===== config.mk =====
export PLATFORM = sky130hd
export DESIGN_NAME = fv_si_tracker
export DESIGN_NICKNAME = d
export VERILOG_FILES = /design/src/rtl/fv_si_pkg.sv /design/src/rtl/fv_si_decode.sv /design/src/rtl/fv_si_tracker.sv
export SDC_FILE = /design/constraint.sdc
export NUM_CORES = 1
export LEC_CHECK = 0
export CORE_AREA = 2 2 152 154
export CTS_CLUSTER_SIZE = 10
export DETAILED_ROUTE_END_ITERATION = 8
export DIE_AREA = 0 0 154 156
export PLACE_DENSITY_LB_ADDON = 0.3
export SYNTH_ARGS = -nofsm -noshare
export SYNTH_HDL_FRONTEND = slang
export SYNTH_SLANG_ARGS = --single-unit

===== constraint.sdc =====
create_clock -name clk -period 2.25 [get_ports clk]
set_input_delay 0.3375 -clock clk [delete_from_list [all_inputs] [get_ports clk]]
set_output_delay 0.3375 -clock clk [all_outputs]
set_load 0.01 [all_outputs]

===== src/rtl/fv_si_pkg.sv =====
// Shared types for the single-instruction tracker: FSM states, the decoded
// operation enum, the writeback classification and the default timeout.
package fv_si_pkg;

    localparam int SI_TIMEOUT_DEFAULT = 15;

    typedef enum logic [1:0] {
        ST_IDLE,
        ST_ARMED,
        ST_TRACK,
        ST_DONE
    } si_state_e;

    typedef enum logic [6:0] {
        OP_NONE,
        OP_LUI, OP_AUIPC, OP_JAL, OP_JALR,
        OP_BEQ, OP_BNE, OP_BLT, OP_BGE, OP_BLTU, OP_BGEU,
        OP_LB, OP_LH, OP_LW, OP_LD, OP_LBU, OP_LHU, OP_LWU,
        OP_SB, OP_SH, OP_SW, OP_SD,
        OP_ADDI, OP_SLTI, OP_SLTIU, OP_XORI, OP_ORI, OP_ANDI, OP_SLLI, OP_SRLI, OP_SRAI,
        OP_ADD, OP_SUB, OP_SLL, OP_SLT, OP_SLTU, OP_XOR, OP_SRL, OP_SRA, OP_OR, OP_AND,
        OP_FENCE, OP_ECALL, OP_EBREAK,
        OP_MUL, OP_MULH, OP_MULHSU, OP_MULHU, OP_DIV, OP_DIVU, OP_REM, OP_REMU,
        OP_ADDIW, OP_SLLIW, OP_SRLIW, OP_SRAIW,
        OP_ADDW, OP_SUBW, OP_SLLW, OP_SRLW, OP_SRAW,
        OP_MULW, OP_DIVW, OP_DIVUW, OP_REMW, OP_REMUW,
        OP_LR, OP_SC, OP_AMO
    } si_op_e;

    // True when the operation writes a non-zero destination register.
    function automatic logic has_rd(input si_op_e op, input logic [4:0] rd);
        case (op)
            OP_NONE,
            OP_BEQ, OP_BNE, OP_BLT, OP_BGE, OP_BLTU, OP_BGEU,
            OP_SB, OP_SH, OP_SW, OP_SD,
            OP_FENCE, OP_ECALL, OP_EBREAK: has_rd = 1'b0;
            default:                       has_rd = (rd != 5'd0);
        endcase
    endfunction

endpackage


===== src/rtl/fv_si_decode.sv =====
// Combinational decoder: instruction word -> operation enum and destination.
module fv_si_decode
    import fv_si_pkg::*;
(
    input  logic [31:0] instr,
    output si_op_e      op,
    output logic [4:0]  rd
);

    logic [6:0] opcode;
    logic [2:0] funct3;
    logic [6:0] funct7;
    logic       alt;

    assign opcode = instr[6:0];
    assign funct3 = instr[14:12];
    assign funct7 = instr[31:25];
    assign alt    = instr[30];
    assign rd     = instr[11:7];

    // Map opcode/funct fields onto the operation enum; unrecognised encodings give OP_NONE.
    always_comb begin
        // NOTE: op gets a default before the case so every path assigns it and no latch is inferred.
        op = OP_NONE;
        case (opcode)
            7'h37: op = OP_LUI;
            7'h17: op = OP_AUIPC;
            7'h6F: op = OP_JAL;
            7'h67: op = OP_JALR;
            7'h0F: op = OP_FENCE;
            7'h63: case (funct3)
                3'd0: op = OP_BEQ;   3'd1: op = OP_BNE;
                3'd4: op = OP_BLT;   3'd5: op = OP_BGE;
                3'd6: op = OP_BLTU;  3'd7: op = OP_BGEU;
                default: op = OP_NONE;
            endcase
            7'h03: case (funct3)
                3'd0: op = OP_LB;    3'd1: op = OP_LH;    3'd2: op = OP_LW;
                3'd3: op = OP_LD;    3'd4: op = OP_LBU;   3'd5: op = OP_LHU;
                3'd6: op = OP_LWU;
                default: op = OP_NONE;
            endcase
            7'h23: case (funct3)
                3'd0: op = OP_SB;    3'd1: op = OP_SH;
                3'd2: op = OP_SW;    3'd3: op = OP_SD;
                default: op = OP_NONE;
            endcase
            7'h13: case (funct3)
                3'd0: op = OP_ADDI;  3'd1: op = OP_SLLI;  3'd2: op = OP_SLTI;
                3'd3: op = OP_SLTIU; 3'd4: op = OP_XORI;  3'd6: op = OP_ORI;
                3'd7: op = OP_ANDI;
                default: op = alt ? OP_SRAI : OP_SRLI;
            endcase
            7'h33: if (funct7 == 7'h01) begin
                case (funct3)
                    3'd0: op = OP_MUL;    3'd1: op = OP_MULH;
                    3'd2: op = OP_MULHSU; 3'd3: op = OP_MULHU;
                    3'd4: op = OP_DIV;    3'd5: op = OP_DIVU;
                    3'd6: op = OP_REM;
                    default: op = OP_REMU;
                endcase
            end else begin
                case (funct3)
                    3'd0: op = alt ? OP_SUB : OP_ADD;
                    3'd1: op = OP_SLL;   3'd2: op = OP_SLT;   3'd3: op = OP_SLTU;
                    3'd4: op = OP_XOR;   3'd5: op = alt ? OP_SRA : OP_SRL;
                    3'd6: op = OP_OR;
                    default: op = OP_AND;
                endcase
            end
            7'h1B: case (funct3)
                3'd0: op = OP_ADDIW;
                3'd1: op = OP_SLLIW;
                3'd5: op = alt ? OP_SRAIW : OP_SRLIW;
                default: op = OP_NONE;
            endcase
            7'h3B: if (funct7 == 7'h01) begin
                case (funct3)
                    3'd0: op = OP_MULW;  3'd4: op = OP_DIVW;  3'd5: op = OP_DIVUW;
                    3'd6: op = OP_REMW;  3'd7: op = OP_REMUW;
                    default: op = OP_NONE;
                endcase
            end else begin
                case (funct3)
                    3'd0: op = alt ? OP_SUBW : OP_ADDW;
                    3'd1: op = OP_SLLW;
                    3'd5: op = alt ? OP_SRAW : OP_SRLW;
                    default: op = OP_NONE;
                endcase
            end
            7'h73: begin
                if (instr[31:7] == 25'h0)
                    op = OP_ECALL;
                else if (instr[31:7] == 25'h0002000)
                    op = OP_EBREAK;
            end
            7'h2F: case (instr[31:27])
                5'b00010: op = OP_LR;
                5'b00011: op = OP_SC;
                default:  op = OP_AMO;
            endcase
            default: op = OP_NONE;
        endcase
    end

endmodule


===== src/rtl/fv_si_tracker.sv =====
// Single-instruction tracker: arms on request, captures the next issued
// instruction, waits for its register writeback and presents the captured
// fields with a one-cycle check pulse (or a sticky timeout).
module fv_si_tracker
    import fv_si_pkg::*;
#(
    parameter int XLEN       = 32,
    parameter int SI_TIMEOUT = SI_TIMEOUT_DEFAULT
) (
    input  logic            clk,
    input  logic            reset,
    input  logic            si_arm,
    input  logic            iss_valid,
    input  logic [31:0]     iss_instr,
    input  logic [XLEN-1:0] iss_pc,
    input  logic [XLEN-1:0] iss_rs1_value,
    input  logic [XLEN-1:0] iss_rs2_value,
    input  logic            flush,
    input  logic            wb_valid,
    input  logic [4:0]      wb_rd,
    input  logic [XLEN-1:0] wb_value,
    output logic            si_check,
    output si_op_e          si_op,
    output logic [31:0]     si_instr,
    output logic [XLEN-1:0] si_pc,
    output logic [XLEN-1:0] si_rs1_value,
    output logic [XLEN-1:0] si_rs2_value,
    output logic [XLEN-1:0] si_imm12_signed_ext,
    output logic [5:0]      si_shamt,
    output logic [XLEN-1:0] si_rd_value,
    output logic [7:0]      si_latency,
    output logic            si_busy,
    output logic            si_timeout
);

    si_state_e  state;
    si_op_e     dec_op;
    logic [4:0] dec_rd;
    logic [4:0] cap_rd;
    logic [7:0] cnt;
    logic [7:0] cnt_inc;

    fv_si_decode u_decode (
        .instr (iss_instr),
        .op    (dec_op),
        .rd    (dec_rd)
    );

    assign cnt_inc             = (cnt == 8'hFF) ? cnt : cnt + 8'd1;
    assign si_busy             = (state == ST_ARMED) || (state == ST_TRACK);
    assign si_imm12_signed_ext = {{(XLEN-12){si_instr[31]}}, si_instr[31:20]};
    assign si_shamt            = (XLEN == 64) ? si_instr[25:20] : {1'b0, si_instr[24:20]};

    // Tracking FSM with capture registers, latency counter and check/timeout outputs.
    always_ff @(posedge clk) begin
        if (reset) begin
            state        <= ST_IDLE;
            si_check     <= 1'b0;
            si_op        <= OP_NONE;
            si_instr     <= '0;
            si_pc        <= '0;
            si_rs1_value <= '0;
            si_rs2_value <= '0;
            si_rd_value  <= '0;
            si_latency   <= '0;
            si_timeout   <= 1'b0;
            cap_rd       <= '0;
            cnt          <= '0;
        end else begin
            // NOTE: non-blocking assignments so every register samples pre-edge values, whatever the statement order.
            si_check <= 1'b0;
            case (state)
                ST_IDLE, ST_DONE: begin
                    if (si_arm)
                        state <= ST_ARMED;
                end
                ST_ARMED: begin
                    if (iss_valid && !flush) begin
                        si_op        <= dec_op;
                        si_instr     <= iss_instr;
                        si_pc        <= iss_pc;
                        si_rs1_value <= iss_rs1_value;
                        si_rs2_value <= iss_rs2_value;
                        si_rd_value  <= '0;
                        cap_rd       <= dec_rd;
                        cnt          <= '0;
                        if (has_rd(dec_op, dec_rd)) begin
                            state      <= ST_TRACK;
                            si_latency <= 8'd0;
                        end else begin
                            state      <= ST_DONE;
                            si_check   <= 1'b1;
                            si_latency <= 8'd1;
                        end
                    end
                end
                ST_TRACK: begin
                    if (flush) begin
                        state <= ST_ARMED;
                    end else if (wb_valid && (wb_rd == cap_rd)) begin
                        si_rd_value <= wb_value;
                        si_latency  <= cnt_inc;
                        si_check    <= 1'b1;
                        state       <= ST_DONE;
                    end else if (int'(cnt_inc) >= SI_TIMEOUT) begin
                        si_timeout <= 1'b1;
                        state      <= ST_DONE;
                    end else begin
                        cnt <= cnt_inc;
                    end
                end
                default: state <= ST_IDLE;
            endcase
        end
    end

endmodule


==> results.txt, run 1 <==
outcome = complete, but fails checks
failing checks = negative setup slack
Worst Path Buf+Inv = 0
vias in the first global route = 8315
Port-buffer cells = 385
CP Data Required Time = 2.54 ns
DP Cell Count = 1737
Relative slew margins = 57.38%
Finished Layout Cells = 1792
Reg2Reg Setup Slack = -0.06 ns
ANT nets after route = 0
YS warnings = 0
CTS sink cnt = 187
RSZ-0062 raised after global routing = yes
Max Freq = 432.2 MHz
largest net degree at the start of global routing = 76
DRC = 0
CP cell instances = ha_4 > nand4_1 > nor2_2 > mux2_4 > a21oi_2 > and4b_2 > nand2_4 > a21oi_4 > mux2i_1 > nor2_1
clock root cell = clkbuf_16
Mapped Area = 8180 sq um
final cycle utilization of the critical path = 102.8%
largest family of logic cells by synthesized area = simple AND/OR/NAND/NOR gates
final setup margin = -0.06397 ns
HP Class = in2reg
Clock Path Buffers = 2
dominant synthesized flop cell = dfxtp_1
flops & latches, synth = 187
commonest cells after routing, fill and taps aside = 355 x clkdlybuf4s50_1, 316 x nand2_1, 190 x a21oi_1, 185 x dfxtp_1, 120 x buf_4
max_cap viols = 0
Syn-to-layout area delta = 68.94%
clock transition at the registers of the reported paths = 0.08 ns
slowest stage cell, crit path = dfxtp_2
CP delay by family, top = simple AND/OR/NAND/NOR gates
remaining global-route overflow = 0
Mapped Avg Cell Area = 7.645 sq um
final hold vios = 0
pin slew with the least headroom to its limit = 0.6394 ns
Compound-Gate Fraction of Synth Area = 17.44%
Worst Setup End Kind = flip-flop
antenna violations before repair = 0
asr flop ratio synth = 0%
final setup fails = 10
number of enable flip-flop cells after synthesis = 0
clk_lat worst skew = 0.43 ns
gpl congestion = 0.8758
Setup crit start kind = flip-flop
WHS = 0.1398 ns
Core Footprint = 22370 sq um
count of pins over their slew limit = 0
Post-Synth XOR/XNOR Area = 1.071%
Worst path max stage delay = 0.35 ns
Simple-Gate Fraction of Synth Area = 26.26%
detailed placement HPWL = 20.70 mm
Final Cell Area = 13820 sq um
row count = 55
most common cell after layout, fill and taps aside = clkdlybuf4s50_1
Tot GR Track Use = 22.76%
PwrDens = 669.6 nW/um^2
Die ar. = 24020 sq um
adder-cell area share of the yosys netlist = 0.4589%
crit path kind = reg2reg
Die Wd = 154 um
Seq/Total Area, Yosys = 45.76%
layout cells sized above 1 = 17.12%
clk_skew = 0.01146 ns
CTS H-tree lvls = 4
synth unique cells = 67
Die Y = 156 um
P_leak = 0.004952 uW
Crit path arrival time = 2.60 ns
nets = 1668
TritonCTS clock tree = yes
routed vias = 8855
Tot Pwr = 9253 uW
post-synthesis mux area share = 0.9942%
drt pass-1 iters = 5
maximum VDD drop = 0.4970 mV
placed inst area = 12770 sq um
Synth Instances = 1070
post-synth top area share = 45.76%
WL final = 28.94 mm
min Tclk post-route = 2.314 ns
Vias/cell = 4.941
Initial Util = 36.58%
Initial DRC Count = 477
WL/cell = 16.15 um
maximum net fanout on the critical path = 6
Synth Net Count = 1244
IO Count = 387
first-pass GRT wire length = 43.84 mm
top cells by area, synth = dfxtp_1 46%, nand2_1 15%, a21oi_1 12%, buf_4 3.6%, clkbuf_1 3.1%
area leader, netlist = dfxtp_1
CTS Buf Count = 17
# diodes = 0
[flip-flops by register name, summed over array words and instances (netlist names)]
signal / count
cnt: 8
si_check: 1
si_instr: 32
si_latency: 8
si_op: 7
si_pc: 32
si_rd_value: 32
si_rs1_value: 32
si_rs2_value: 32
si_timeout: 1
state: 2
[where the power goes]
group | total, uW | switching, uW | internal (uW) | leakage (uW)
Combinational | 2590 | 1360 | 1230 | 0.00316
Clock | 3000 | 1510 | 1490 | 0.000280
Sequential | 3660 | 127 | 3540 | 0.00151
[logic make-up after synthesis]
kind of cell / Yosys count
AO/OA/AOI/OAI: 251
AND/OR/NAND/NOR: 481
other: 1
XOR/XNOR: 10
multiplexers: 8
flip-flops: 187
buffers and inverters: 129
adder cells (fa/ha/maj): 3
[metal layers]
layer / up-vias / routed length (um) / track usage, % / share of wire, %
li1: 4411 / - / - / -
met1: 4080 / 11790 / 27.22 / 41
met2: 316 / 14250 / 38.86 / 49
met3: 48 / 2166 / 7.222 / 7.5
met4: 0 / 734 / 7.477 / 2.5
met5: - / 0 / 0 / 0
[worst paths after layout]
check,from,to,cells past startpoint
min reg2reg,si_rd_value[19],si_rd_value[19],2
max,cnt[1],cnt[1],10
max reg2reg,cnt[1],cnt[1],10
min,iss_instr[16],si_instr[16],3
[cell usage after synthesis (4+ instances only)]
master / count
nand2_1: 321
a21oi_1: 192
dfxtp_1: 187
clkbuf_1: 67
nand3_1: 45
buf_4: 39
nor2_1: 36
o21ai_0: 13
buf_2: 11
nor3_1: 11
a211oi_1: 10
inv_1: 10
nor2b_1: 8
xor2_1: 8
mux2i_1: 7
nand2b_1: 7
nor4_1: 6
or3_1: 6
and2_1: 5
nor3b_1: 5
and3_1: 4
nand4_1: 4
or4_1: 4
[repair_timing]
item	CTS	global route
hold buffers	0	0
setup endpoints to repair	17	12
setup buffers	13	8
pin swaps	26	40
hold endpoints to repair	0	0
resized for setup	84	74
gates cloned	3	0
[area by class of cell]
type,count,area [sq um]
fillers,1954,8546
repair buffers,524,4936
multi-input cells,754,4163
flip-flops and latches,187,3746
clock buffers,18,429.2
well taps,285,356.6
clock inverters,14,151.4
inverters,10,37.54
[worst register-to-register path, cell delays in order, from the launching register on]
cell     delay (ns)
dfxtp_2        0.35
ha_4           0.13
nand4_1        0.17
nor2_2         0.16
mux2_4         0.32
a21oi_2        0.10
and4b_2        0.29
nand2_4        0.08
a21oi_4        0.27
mux2i_1        0.26
nor2_1         0.05
[metrics by stage]
stage               utilization (%)  setup slack [ns]  TNS (ns)
floorplan                         -           -0.1571   -0.3474
global placement              57.08           -0.9130    -6.033
detailed placement            57.08           -0.9313    -6.654
CTS                           60.90           -0.1158   -0.3296
global route                  61.79           -0.1940    -1.799
finish                        61.79          -0.06397   -0.3016
Note: power is estimated with default switching activity, not from simulation.
==> run 2: changes to the inputs <==
--- a/config.mk
+++ b/config.mk
@@ -6,6 +6,7 @@
 export NUM_CORES = 1
 export LEC_CHECK = 0
 export CORE_AREA = 2 2 152 154
+export CTS_BUF_LIST = sky130_fd_sc_hd__clkbuf_8 sky130_fd_sc_hd__clkbuf_16
 export CTS_CLUSTER_SIZE = 10
 export DETAILED_ROUTE_END_ITERATION = 8
 export DIE_AREA = 0 0 154 156
==> run 2 against run 1 <==
Non-clock buffer count unchanged; utilization did not move; combinational power about the same; hold slack about the same; the flow still finishes with violations (negative setup slack); sequential cell count unchanged; via count about the same; clock power barely moved; clock skew about the same; global-route usage stayed put.
==> results.txt, run 2 (synthesis results as in run 1) <==
outcome = complete, but fails checks
failing checks = negative setup slack
Initial Util = 36.58% (unchanged)
placed inst area = 12770 sq um (unchanged)
HP Class = in2reg
max_cap viols = 0 (unchanged)
PwrDens = 669.5 nW/um^2 (about the same)
Core Footprint = 22370 sq um (unchanged)
Relative slew margins = 57.41% (about the same)
Syn-to-layout area delta = 68.94% (unchanged)
clock root cell = clkbuf_16
first-pass GRT wire length = 43.84 mm (unchanged)
clk_skew = 0.01149 ns (+0.00003900 ns)
gpl congestion = 0.8758 (unchanged)
Setup crit start kind = flip-flop
routed vias = 8851 (-0.045%)
Die Wd = 154 um (unchanged)
commonest cells after routing, fill and taps aside = 355 x clkdlybuf4s50_1, 316 x nand2_1, 190 x a21oi_1, 185 x dfxtp_1, 120 x buf_4
DRC = 0 (unchanged)
Post-CTS Hold Buffers = 0 (unchanged)
vias in the first global route = 8315 (unchanged)
Vias/cell = 4.939 (about the same)
antenna violations before repair = 0 (unchanged)
largest net degree at the start of global routing = 76 (unchanged)
Port-buffer cells = 385 (unchanged)
Die Y = 156 um (unchanged)
R2R depth = 10 (unchanged)
Hold Path Cell Cnt = 3 (unchanged)
CP Data Required Time = 2.54 ns (about the same)
Tot Pwr = 9253 uW (about the same)
Fin Setup TNS = -0.3116 ns (-0.01006 ns)
final setup margin = -0.06579 ns (-0.001816 ns)
most common cell after layout, fill and taps aside = clkdlybuf4s50_1
count of pins over their slew limit = 0 (unchanged)
IO Count = 387 (unchanged)
TritonCTS clock tree = yes
final cycle utilization of the critical path = 102.9% (about the same)
Max Freq = 431.8 MHz (about the same)
Final Cell Area = 13820 sq um (unchanged)
Die ar. = 24020 sq um (unchanged)
drt pass-1 iters = 5 (unchanged)
Worst Setup End Kind = flip-flop
CTS H-tree lvls = 4 (unchanged)
maximum net fanout on the critical path = 6 (unchanged)
ANT nets after route = 0 (unchanged)
Tot GR Track Use = 22.76% (unchanged)
worst reg2reg path startpoint = cnt[1]
nets = 1668 (unchanged)
reg2reg end = cnt[1]
Reg2Reg Setup Slack = -0.07 ns (about the same)
pin slew with the least headroom to its limit = 0.6388 ns (-0.0005792 ns)
WL/cell = 16.16 um (about the same)
Setup crit start = cnt[1]
hold path start = iss_instr[16]
WL final = 28.96 mm (about the same)
P_leak = 0.004957 uW (about the same)
final setup fails = 10 (unchanged)
# diodes = 0 (unchanged)
CTS sink cnt = 187 (unchanged)
RSZ-0062 raised after global routing = yes
final hold vios = 0 (unchanged)
CTS Buf Count = 17 (unchanged)
Clock Path Buffers = 2 (unchanged)
detailed placement HPWL = 20.70 mm (unchanged)
layout cells sized above 1 = 17.12% (unchanged)
clock transition at the registers of the reported paths = 0.08 ns (about the same)
filler instances = 1954 (unchanged)
hold endpoint = si_instr[16]
remaining global-route overflow = 0 (unchanged)
crit path kind = reg2reg
min Tclk post-route = 2.316 ns (+0.001816 ns)
row count = 55 (unchanged)
Initial DRC Count = 477 (unchanged)
clk_lat worst skew = 0.43 ns (about the same)
Crit path arrival time = 2.61 ns (about the same)
maximum VDD drop = 0.4971 mV (about the same)
pre-CTS setup slack = -0.9313 ns (unchanged)
-- run 2: cell count changes in the layout (fill, tap and decap cells not counted), sizes merged --
cell    change
inv         +1
clkbuf      -1
-- run 2: worst max path at each step --
stage | to | slack [ns] | cells past startpoint
2_1_floorplan | si_check | -0.16 | 10
3_3_place_gp | state[0] | -0.91 | 11
3_5_place_dp | state[0] | -0.93 | 11
4_1_cts | si_check | -0.12 | 11
5_1_grt | cnt[0] | -0.19 | 10
6_report | cnt[1] | -0.07 | 10
-- run 2: area by class of cell --
cell class                      count  area, sq um  share of cell area [%]
Clock buffer                       17        425.4                   3.078
Clock inverter                     15        155.1                   1.123
Inverter                           10        37.54                  0.2716
Multi-Input combinational cell    754         4163                   30.12
Sequential cell                   187         3746                   27.11
Tap cell                          285        356.6                   2.580
Timing Repair Buffer              524         4936                   35.72
-- run 2: what timing repair did --
item	in CTS	in global routing
endpoints found under the setup margin	17	12
gates resized for setup	84	74
buffers inserted	13	8
pin swaps	26	40
gates cloned	3	0
-- run 2: metrics by stage --
| stage | hold slack, ns | std cells | utilization [%] |
|---|---|---|---|
| after floorplan | 0.4135 | 1070 | - |
| after detailed placement | 0.4430 | 1737 | 57.08 |
| after global placement | 0.4371 | 1737 | 57.08 |
| final | 0.1393 | 1792 | 61.79 |
| after global routing | 0.1378 | 1792 | 61.79 |
| after CTS | 0.1236 | 1785 | 60.90 |
-- run 2: routing by layer --
layer  vias to the layer above  track usage, %  part of all wire [%]
met2                       308           38.86                    49
met5                         -               0                     0
met3                        48           7.222                   7.4
met4                         0           7.477                   2.5
li1                       4411               -                     -
met1                      4084           27.22                    41
-- run 2: worst max-delay path, cell delays in order (launching register included) --
cell and delay, ns:
dfxtp_2 0.35, ha_4 0.13, nand4_1 0.17, nor2_2 0.16, mux2_4 0.32, a21oi_2 0.10, and4b_2 0.29, nand2_4 0.08
a21oi_4 0.27, mux2i_1 0.25, nor2_1 0.05
-- run 2: power by group --
part | total (uW) | internal, uW | switching, uW
clock network | 3000 | 1480 | 1510
registers | 3660 | 3540 | 127
logic | 2590 | 1230 | 1360
==> run 3: changes to the inputs <==
--- a/config.mk
+++ b/config.mk
@@ -5,11 +5,12 @@
 export SDC_FILE = /design/constraint.sdc
 export NUM_CORES = 1
 export LEC_CHECK = 0
-export CORE_AREA = 2 2 152 154
+export ABC_AREA = 1
+export CORE_AREA = 2 2 151 153
 export CTS_BUF_LIST = sky130_fd_sc_hd__clkbuf_8 sky130_fd_sc_hd__clkbuf_16
 export CTS_CLUSTER_SIZE = 10
 export DETAILED_ROUTE_END_ITERATION = 8
-export DIE_AREA = 0 0 154 156
+export DIE_AREA = 0 0 153 155
 export PLACE_DENSITY_LB_ADDON = 0.3
 export SYNTH_ARGS = -nofsm -noshare
 export SYNTH_HDL_FRONTEND = slang
==> run 3 against run 2 <==
The run now ends clean; clock skew is 0.0056 ns higher; fmax is 6.8% higher; hold slack better by 0.24 ns.
==> results.txt, run 3 <==
synth unique cells = 40 (-40%)
Synth Instances = 1177 (+10%)
clock root cell = clkbuf_16
Final Cell Area = 13420 sq um (-2.9%)
DRC = 0 (unchanged)
Die Wd = 153 um (-0.65%)
row count = 55 (unchanged)
Post-CTS Hold Buffers = 0 (unchanged)
R2R depth = 15 (+5)
clk_lat worst skew = 0.44 ns (about the same)
Hold Path Cell Cnt = 4 (+1)
HP Class = in2reg
outcome = completed
multi-input logic area = 3874 sq um (-6.9%)
final setup fails = 0 (-10)
Tot GR Track Use = 24.33% (+1.6 points)
Max Freq = 461.3 MHz (+6.8%)
ANT nets after route = 0 (unchanged)
Setup crit start = cnt[0]
maximum net fanout on the critical path = 8 (+2)
detailed placement HPWL = 21.88 mm (+5.7%)
M1 wire length = 12.47 mm (+5.2%)
clock transition at the registers of the reported paths = 0.08 ns (about the same)
worst reg2reg path startpoint = cnt[0]
Util after Layout = 60.35% (-1.4 points)
final cycle utilization of the critical path = 96.36% (-6.6 points)
Reg2Reg Setup Slack = 0.08 ns (+0.15 ns)
routed vias = 9063 (+2.4%)
nets = 1735 (+4.0%)
Clock Path Buffers = 2 (unchanged)
switching part of the total power = 33.46% (+1.1 points)
vias in the first global route = 8691 (+4.5%)
number of enable flip-flop cells after synthesis = 0 (unchanged)
Post-synth top cells = 316 x nor2_1, 187 x dfxtp_1, 155 x nand2_1
Initial DRC Count = 680 (+43%)
sequential share of power = 37.7% (-1.9 points)
met3 WL = 2.131 mm (-0.61%)
min Tclk post-route = 2.168 ns (-0.1478 ns)
Synth Net Count = 1351 (+8.6%)
CP Data Required Time = 2.57 ns (+0.03 ns)
post-synth top area share = 45.24% (-0.52 points)
P_int = 7066 uW (+13%)
clk_skew = 0.01710 ns (+0.005608 ns)
PwrDens = 791.5 nW/um^2 (+18%)
net load switching power = 3553 uW (+19%)
Top Metal Used = met4
gpl congestion = 0.8818 (+0.69%)
area leader, netlist = dfxtp_1
filler instances = 1970 (+0.82%)
dominant synthesized flop cell = dfxtp_1
Setup crit start kind = flip-flop
largest net degree at the start of global routing = 124 (+63%)
first-pass GRT wire length = 46.48 mm (+6.0%)
max_cap viols = 0 (unchanged)
antenna violations before repair = 2 (+2)
sequential cell area = 3752 sq um (+0.17%)
asr flop ratio synth = 0% (unchanged)
CTS Buf Count = 17 (unchanged)
WL/cell = 15.97 um (-1.2%)
crit path kind = reg2reg
Seq/Total Area, Yosys = 45.24% (-0.52 points)
Core Footprint = 22230 sq um (-0.62%)
CTS H-tree lvls = 4 (unchanged)
Tot Pwr = 10620 uW (+15%)
YS warnings = 0 (unchanged)
Syn-to-layout area delta = 62.14%
count leader, synth = nor2_1
Worst Setup End Kind = flip-flop
Port-buffer cells = 385 (unchanged)
reg2reg end = cnt[3]
routed wire length on met2 = 14.38 mm (+1.0%)
top cells by area, synth = dfxtp_1 45%, nor2_1 14%, o21ai_0 9.0%, nand2_1 7.0%, nand3_1 4.5%
remaining global-route overflow = 0 (unchanged)
count of pins over their slew limit = 0 (unchanged)
Comb pwr share = 32.3% (+4.3 points)
flops & latches, synth = 187 (unchanged)
pre-CTS setup slack = -0.3673 ns (+0.5640 ns)
Mapped Avg Cell Area = 7.030 sq um (-8.0%)
clock power share = 30.0% (-2.4 points)
Die ar. = 23720 sq um (-1.3%)
hold path start = iss_instr[28]
most common cell after layout, fill and taps aside = clkdlybuf4s50_1
layout cells sized above 1 = 11.89% (-5.2 points)
maximum VDD drop = 0.4856 mV (-2.3%)
placed inst area = 12590 sq um (-1.4%)
Crit path arrival time = 2.49 ns (-0.12 ns)
TritonCTS clock tree = yes
Vias/cell = 4.873 (-1.3%)
final setup margin = 0.08201 ns (+0.1478 ns)
Mapped Area = 8274 sq um (+1.1%)
P_leak = 0.005754 uW (+16%)
drt pass-1 iters = 7 (+2)
CTS sink cnt = 187 (unchanged)
IO Count = 387 (unchanged)
commonest cells after routing, fill and taps aside = 379 x clkdlybuf4s50_1, 307 x nor2_1, 182 x dfxtp_1, 151 x nand2_1, 147 x o21ai_0
hold endpoint = si_instr[28]
Initial Util = 37.22% (+0.65 points)
WL final = 29.71 mm (+2.6%)
Die Y = 155 um (-0.64%)
final hold vios = 0 (unchanged)
-- run 3: cell types whose count changed after synthesis, sizes merged, moves of 7 or more --
cell	previous run	this run
nor2b	8	0
nand2	321	165
o21ai	13	151
nand3	45	80
a21oi	193	61
nor4	8	0
clkbuf	67	53
inv	10	65
nor2	36	328
nand2b	7	0
a211oi	10	0
-- run 3: critical path: stages, from the launching register on --
cell and delay [ns]:
dfxtp_4 0.39, ha_4 0.16, nand3_2 0.10, nor2_4 0.17, nand3_4 0.11, buf_4 0.17, mux2i_2 0.19, nor2_1 0.07
nand3_2 0.09, nand2_2 0.08, o21ai_4 0.18, nand2_4 0.11, inv_6 0.10, nand2_2 0.05, nand2_1 0.05, nor2_1 0.04
-- run 3: how the worst max path moves through the flow --
stage	end	depth (start not counted)	slack, ns
after floorplan	cnt[3]	15	0.27
after global placement	state[0]	16	-0.38
after detailed placement	state[0]	16	-0.37
after CTS	cnt[3]	15	0.02
after global routing	cnt[3]	15	-0.06
final	cnt[3]	15	0.08
-- run 3: layout make-up --
class	instances	share of cell area [%]
antenna	2	0.03731
clock buffer	17	3.171
clock inverter	14	1.427
inverter	65	1.875
multi-input combinational	823	28.88
sequential	187	27.97
tap	285	2.658
timing repair buffer	467	33.99
-- run 3: power groups by stage --
stage	Clock, uW	Combinational [uW]	Sequential, uW
2_1_floorplan	0	1400	4210
4_1_cts	3250	3400	3990
3_3_place_gp	0	3370	4040
6_report	3180	3430	4010
5_1_grt	3390	3720	4070
3_5_place_dp	0	3380	4050
-- run 3: cell families after synthesis --
group | share of synthesized area [%]
AOI/OAI and AO/OA | 14.06
xor gates and xnor gates | 0.8317
adders and majority gates | 0.4537
buffers and inverters | 9.738
DFF | 45.24
muxes | 0.1210
other | 0.04532
and+or+nand+nor | 29.50
-- run 3: repair_timing --
action / 4_1_cts / 5_1_grt
setup buffers: 0 / 5
gates resized for setup: 0 / 50
endpoints found under the setup margin: 0 / 34
-- run 3: routing by layer --
layer  vias to the layer above  GRT usage [%]
met5                         -              0
met2                       366          40.79
li1                       4497              -
met3                        46          7.131
met4                         0          7.937
met1                      4154          30.18
-- run 3: through the flow --
| step | setup TNS, ns | instances | hold slack [ns] |
|---|---|---|---|
| 2_1_floorplan | 0 | 1177 | 0.4536 |
| 3_3_place_gp | -1.466 | 1822 | 0.4494 |
| 3_5_place_dp | -1.433 | 1822 | 0.4539 |
| 4_1_cts | 0 | 1853 | 0.4422 |
| 5_1_grt | -0.2581 | 1860 | 0.3338 |
| 6_report | 0 | 1860 | 0.3751 |
